### src/rtl/cmd_uart_wrapper.sv
// Frames host UART bytes into 16-bit commands (high byte first) and forwards 8-bit responses to the UART transmitter.
// Optional inter-byte timeout enabled by defining COMM_TIMEOUT_EN.
module cmd_uart_wrapper #(
   parameter int unsigned TIMEOUT_CYC = 50000,
   parameter int unsigned TO_W        = 16
) (
   input  logic        clk,
   input  logic        rst_n,
   input  logic        rx_rdy,
   input  logic [7:0]  rx_data,
   output logic        clr_rx_rdy,
   output logic [15:0] cmd,
   output logic        cmd_rdy,
   input  logic        clr_cmd_rdy,
   input  logic [7:0]  resp,
   input  logic        send_resp,
   output logic        resp_sent,
   output logic        trmt,
   output logic [7:0]  tx_data,
   input  logic        tx_done,
   output logic        frame_err
);

   typedef enum logic {WAIT_HI, WAIT_LO} rx_state_e;
   typedef enum logic {TX_IDLE, TX_BUSY} tx_state_e;

   // Reject configurations whose counter cannot represent the terminal count
   if (TIMEOUT_CYC < 2 || 64'(TIMEOUT_CYC - 1) >= (64'(1) << TO_W)) begin : g_bad_cfg
      $error("cmd_uart_wrapper: TO_W too narrow for TIMEOUT_CYC");
   end

   rx_state_e   rx_state_q, rx_state_d;
   tx_state_e   tx_state_q, tx_state_d;
   logic [15:0] cmd_q, cmd_d;
   logic        cmd_rdy_q, cmd_rdy_d;
   logic [7:0]  tx_data_q, tx_data_d;
   logic        trmt_q, trmt_d;
   logic        resp_sent_q, resp_sent_d;
`ifdef COMM_TIMEOUT_EN
   logic [TO_W-1:0] to_cnt_q, to_cnt_d;
   logic            frame_err_q, frame_err_d;
`endif

   // Receive framing: high byte, then low byte; set of cmd_rdy wins over clear
   always_comb begin
      rx_state_d = rx_state_q;
      cmd_d      = cmd_q;
      cmd_rdy_d  = cmd_rdy_q;
      clr_rx_rdy = 1'b0;
`ifdef COMM_TIMEOUT_EN
      to_cnt_d    = to_cnt_q;
      frame_err_d = 1'b0;
`endif
      if (clr_cmd_rdy) cmd_rdy_d = 1'b0;
      case (rx_state_q)
         WAIT_HI: begin
            if (rx_rdy) begin
               cmd_d[15:8] = rx_data;
               cmd_rdy_d   = 1'b0;
               clr_rx_rdy  = 1'b1;
               rx_state_d  = WAIT_LO;
`ifdef COMM_TIMEOUT_EN
               to_cnt_d = '0;
`endif
            end
         end
         WAIT_LO: begin
            if (rx_rdy) begin
               cmd_d[7:0] = rx_data;
               cmd_rdy_d  = 1'b1;
               clr_rx_rdy = 1'b1;
               rx_state_d = WAIT_HI;
            end
`ifdef COMM_TIMEOUT_EN
            else if (to_cnt_q == TO_W'(TIMEOUT_CYC - 1)) begin
               rx_state_d  = WAIT_HI;
               frame_err_d = 1'b1;
            end else begin
               to_cnt_d = to_cnt_q + TO_W'(1);
            end
`endif
         end
      endcase
   end

   // Transmit handshake: one start strobe per accepted response
   always_comb begin
      tx_state_d  = tx_state_q;
      tx_data_d   = tx_data_q;
      trmt_d      = 1'b0;
      resp_sent_d = resp_sent_q;
      case (tx_state_q)
         TX_IDLE: begin
            if (send_resp) begin
               tx_data_d   = resp;
               trmt_d      = 1'b1;
               resp_sent_d = 1'b0;
               tx_state_d  = TX_BUSY;
            end
         end
         TX_BUSY: begin
            if (tx_done) begin
               resp_sent_d = 1'b1;
               tx_state_d  = TX_IDLE;
            end
         end
      endcase
   end

   always_ff @(posedge clk) begin
      if (!rst_n) begin
         rx_state_q  <= WAIT_HI;
         tx_state_q  <= TX_IDLE;
         cmd_q       <= '0;
         cmd_rdy_q   <= 1'b0;
         tx_data_q   <= '0;
         trmt_q      <= 1'b0;
         resp_sent_q <= 1'b0;
`ifdef COMM_TIMEOUT_EN
         to_cnt_q    <= '0;
         frame_err_q <= 1'b0;
`endif
      end else begin
         rx_state_q  <= rx_state_d;
         tx_state_q  <= tx_state_d;
         cmd_q       <= cmd_d;
         cmd_rdy_q   <= cmd_rdy_d;
         tx_data_q   <= tx_data_d;
         trmt_q      <= trmt_d;
         resp_sent_q <= resp_sent_d;
`ifdef COMM_TIMEOUT_EN
         to_cnt_q    <= to_cnt_d;
         frame_err_q <= frame_err_d;
`endif
      end
   end

   assign cmd       = cmd_q;
   assign cmd_rdy   = cmd_rdy_q;
   assign tx_data   = tx_data_q;
   assign trmt      = trmt_q;
   assign resp_sent = resp_sent_q;
`ifdef COMM_TIMEOUT_EN
   assign frame_err = frame_err_q;
`else
   assign frame_err = 1'b0;
`endif

endmodule

### config.mk
export PLATFORM = sky130hd
export DESIGN_NAME = cmd_uart_wrapper
export DESIGN_NICKNAME = d
export VERILOG_FILES = /design/src/rtl/cmd_uart_wrapper.sv
export SDC_FILE = /design/constraint.sdc
export NUM_CORES = 1
export LEC_CHECK = 0
export ABC_CLOCK_PERIOD_IN_PS = 2840
export BUFFER_PORTS_ARGS = -buffer_cell sky130_fd_sc_hd__clkbuf_2
export CAP_MARGIN = 40
export CORE_ASPECT_RATIO = 0.75
export CORE_MARGIN = 2
export CORE_UTILIZATION = 49
export DETAILED_ROUTE_END_ITERATION = 8
export GPL_ROUTABILITY_DRIVEN = 0
export PLACE_DENSITY_LB_ADDON = 0.25
export RECOVER_POWER = 50
export SLEW_MARGIN = 5
export SYNTH_ARGS = -nofsm -noshare
export SYNTH_HDL_FRONTEND = slang
export SYNTH_SLANG_ARGS = --single-unit
### constraint.sdc
create_clock -name clk -period 2.84 [get_ports clk]
set_input_delay 0.284 -clock clk [delete_from_list [all_inputs] [get_ports clk]]
set_output_delay 0.284 -clock clk [all_outputs]
set_load 0.005 [all_outputs]
Word-level counts from Yosys, hierarchy flattened
Cells that the tools add are included.
{"block": "word_totals", "wordCells": 31, "register_bits": 29, "input_bits": 22}
{"block": "op_classes", "n_reduce_logical": 5, "n_mux": 13, "bitwise": 3, "n_eq_ne": 2}
{"operator": "1-bit 2-to-1 mux", "count": 9}
{"operator": "1-bit one-hot mux with 2 select lines", "count": 4}
{"operator": "2-bit AND reduction", "count": 4}
{"operator": "2-bit != test, second input constant", "count": 2}
{"operator": "1-bit NOT", "count": 3}
{"operator": "2-bit OR reduction", "count": 1}

Depth between registers and ports, before layout
{"block": "depth", "ltp_word": 3, "ltp_mapped": 5, "mapped_depth_nobuf": 4}

Least setup slack after synthesis
Ideal clock, no wire load.
{"block": "synth_timing", "kind": "register to register", "startpoint": "register rx_state_q", "endpoint": "register cmd_q[10] (netlist: cmd[10])", "setup_ps": 116, "arrival_time_ps": 879, "path_buffers": 1, "period_less_slack_ps": 995, "setup_slack_ps": 1845, "path_stages_with_launch": 6, "required_ps": 2724, "path_cell_list": "dfxtp_1 -> inv_1 -> ha_1 -> buf_4 -> mux2i_1 -> nor2b_1"}
{"block": "synth_via", "elab_chain_len": 2}
{"element": "from (decl)", "line_no": "32", "rtl": "rx_state_e rx_state_q, rx_state_d;"}
{"element": "from (signal assigned)", "line_no": "124", "rtl": "rx_state_q <= rx_state_d;"}
{"element": "1-bit NOT"}
{"element": "2-bit AND reduction (no line)"}
{"element": "to (signal assigned)", "line_no": "126", "rtl": "cmd_q <= cmd_d;"}
{"element": "to (decl)", "line_no": "34", "rtl": "logic [15:0] cmd_q, cmd_d;"}
No other way between the ends.
A chain may end at the register's enable or synchronous reset.

==> impl_metrics.json <==
{
  "fin_ws_ns": 1.371,
  "ys_seq_area_share_pct": 50.22,
  "core_um2": 2271,
  "ant_nets": 0,
  "hpwlAfterDp_um": 1560,
  "dieHeight_um": 46.07,
  "n_fill_cell": 215,
  "cts_buffers": 5,
  "finalSetupViolCount": 0,
  "drt_pass1_iterations": 3,
  "critPathLaunchType": "input port",
  "r2r_end": "cmd[3]",
  "yosys_register_bits": 29,
  "syn_inst": 109,
  "syn_nets": 133,
  "rrSetupSlack_ns": 1.54,
  "drive_above_1_share_pct": 32.28,
  "worstSetupPathType": "in -> reg",
  "numClockSinks": 29,
  "tightestPinTransition_ns": 1.364,
  "grt_start_max_net_pins": 40,
  "die_area_um2": 2768,
  "start_util_pct": 50.91,
  "use_met1_pct": 18.96,
  "cts.clk_slew.worst_paths_ns": 0.09,
  "grt_pass1_vias": 789,
  "drcViolationCount": 0,
  "top_usage_layer": "met2",
  "grt_overflow_total": 0,
  "p_per_area_nw_per_um2": 580.2,
  "wl_um": 2083,
  "timing.final.crit_share_pct": 51.73,
  "slowest_delay_ns": 0.97,
  "pre_cts_slack_ns": 1.470,
  "grt.met2_usage_pct": 28.91,
  "cpLargestDelayFamily": "buffers and inverters",
  "peakVddDrop_mv": 0.4443,
  "seqCellArea_um2": 580.6,
  "outcome": "complete, no violations",
  "postSynthAreaPerCell_um2": 10.61,
  "crit_cells": 3,
  "grt_pass1_wl_um": 3312,
  "cts_tree": "done",
  "maxCapViolCount": 0,
  "cp_max_fo": 39,
  "use_met3_pct": 6.742,
  "hold_viol_final": 0,
  "rr_worst_depth": 3,
  "placed_cells": 184,
  "fmax_mhz": 680.7,
  "nets": 181,
  "h-tree-depth": 2,
  "fin_util_pct": 62.98,
  "cts_setup_buffers": 0,
  "cts_resized": 0,
  "cp_cell_sequence": "clkbuf_1 -> o21ai_0 -> a21oi_1",
  "diodes": 0,
  "rsz0062_at_grt": "no",
  "via_per_inst": 4.521,
  "leakage_nw": 0.6536,
  "drtIter0Drc": 21,
  "gr-usage-all-layers_pct": 16.52,
  "cp_num_buf_inv": 1,
  "cp.required_ns": 3.07,
  "fin_crit_ns": 1.469,
  "io_pins": 51,
  "fin_total_pwr_mw": 0.8298,
  "critPathCaptureType": "flop",
  "hold_buffers": 0,
  "cp-endpoint": "tx_state_q",
  "vias": 868,
  "fin_cells": 192,
  "reg2reg_from": "rx_state_q",
  "relSlewSlack_pct": 9.084,
  "finClkSkew_ns": 0.004394,
  "multi_input_area_um2": 490.5,
  "post_drt_wl_per_cell_um": 10.85,
  "arrival_ns": 1.70,
  "hold_class": "in -> reg",
  "portBuffers": 49,
  "antenna_found_initial": 0,
  "cts_root_buf": "clkbuf_4",
  "yosysWarnings": 0,
  "clock_tree.buffer_depth": 2,
  "fp-row-count": 15,
  "yosysUniqueCellTypes": 18,
  "crit_slowest_cell": "clkbuf_1",
  "syn_area_um2": 1156,
  "die_w_um": 60.09,
  "final.setup.tns_ns": 0,
  "crit_start": "rst_n",
  "clock_latency_ns": 0.30,
  "synthToLayoutAreaGrowth_pct": 23.70,
  "slew_viol_final": 0
}
==> worst register-to-register path, stage by stage, from the launching register on <==
cell and delay, ns:
dfxtp_1 0.37, ha_1 0.48, mux2i_1 0.28, nor2b_1 0.06
==> cell usage after synthesis <==
library cell  count  area share [%]
mux2i_1          24              21
nor2b_1          18             9.7
nand2_1          17             5.5
clkbuf_1          1            0.32
buf_6             2             1.9
buf_12            1             1.7
conb_1            1            0.32
and2_1            1            0.54
ha_1              2             2.2
clkbuf_2          1            0.43
o21ai_0           2            0.87
dfxtp_1          29              50
nand2_2           1            0.54
o31ai_1           1            0.65
inv_1             1            0.32
nand3_1           2            0.87
a21oi_1           1            0.43
buf_4             4             2.6
==> cells by family after synthesis <==
kind of cell	after synthesis	share of synthesized area, %
AO/OA/AOI/OAI	4	1.948
adder cells (fa/ha/maj)	2	2.164
buffers and inverters	10	7.358
flip-flops	29	50.22
multiplexers	24	20.78
other	1	0.3244
AND/OR/NAND/NOR	39	17.21
==> per-stage QoR <==
| step | hold slack, ns | instance area [um^2] |
|---|---|---|
| after floorplan | 0.3777 | 1156 |
| after global placement | 0.4431 | 1363 |
| after detailed placement | 0.4536 | 1370 |
| after CTS | 0.1387 | 1440 |
| after global routing | 0.1357 | 1430 |
| final | 0.1500 | 1430 |
==> sequential cells by signal, summed over array words and instances (netlist names) <==
signal      flops
cmd_rdy         1
rx_state_q      1
resp_sent       1
cmd            16
tx_data         8
tx_state_q      1
trmt            1
==> power breakdown <==
group | switching [mW] | internal, mW
Sequential | 0.0136 | 0.432
Combinational | 0.0518 | 0.0571
Clock | 0.132 | 0.143
Total | 0.197 | 0.633
==> worst min-delay path by stage <==
stage | from | end | slack [ns] | cells after the start
2_1_floorplan | tx_done | tx_state_q | 0.38 | 1
3_3_place_gp | tx_data[6] | tx_data[6] | 0.44 | 2
3_5_place_dp | tx_data[3] | tx_data[3] | 0.45 | 2
4_1_cts | clr_cmd_rdy | cmd_rdy | 0.14 | 2
5_1_grt | clr_cmd_rdy | cmd_rdy | 0.14 | 2
6_report | clr_cmd_rdy | cmd_rdy | 0.15 | 2
==> final cells by class <==
cell class | instances | share of cell area (%)
well taps | 34 | 2.975
clock inverters | 1 | 0.3500
repair buffers | 50 | 16.97
inverters | 1 | 0.2625
flip-flops and latches | 29 | 40.59
clock buffers | 7 | 4.549
multi-input cells | 70 | 34.30
==> cell usage in the layout (no fill, tap or decap), types with 2 or more instances in the layout <==
cell | netlist | layout
nand3_1 | 2 | 2
o21ai_0 | 2 | 2
clkbuf_4 | 0 | 5
clkbuf_1 | 1 | 8
nand2_1 | 17 | 17
nor2b_1 | 18 | 18
clkbuf_2 | 1 | 41
dfxtp_1 | 29 | 29
mux2i_1 | 24 | 24
clkbuf_8 | 0 | 2
ha_1 | 2 | 2
==> per-layer routing <==
layer / up-vias / part of all wire [%]
li1: 447 / -
met1: 393 / 45
met2: 26 / 49
met3: 2 / 5.2
met4: 0 / 0.29
met5: - / 0
Power figures use the tool's default switching activity.
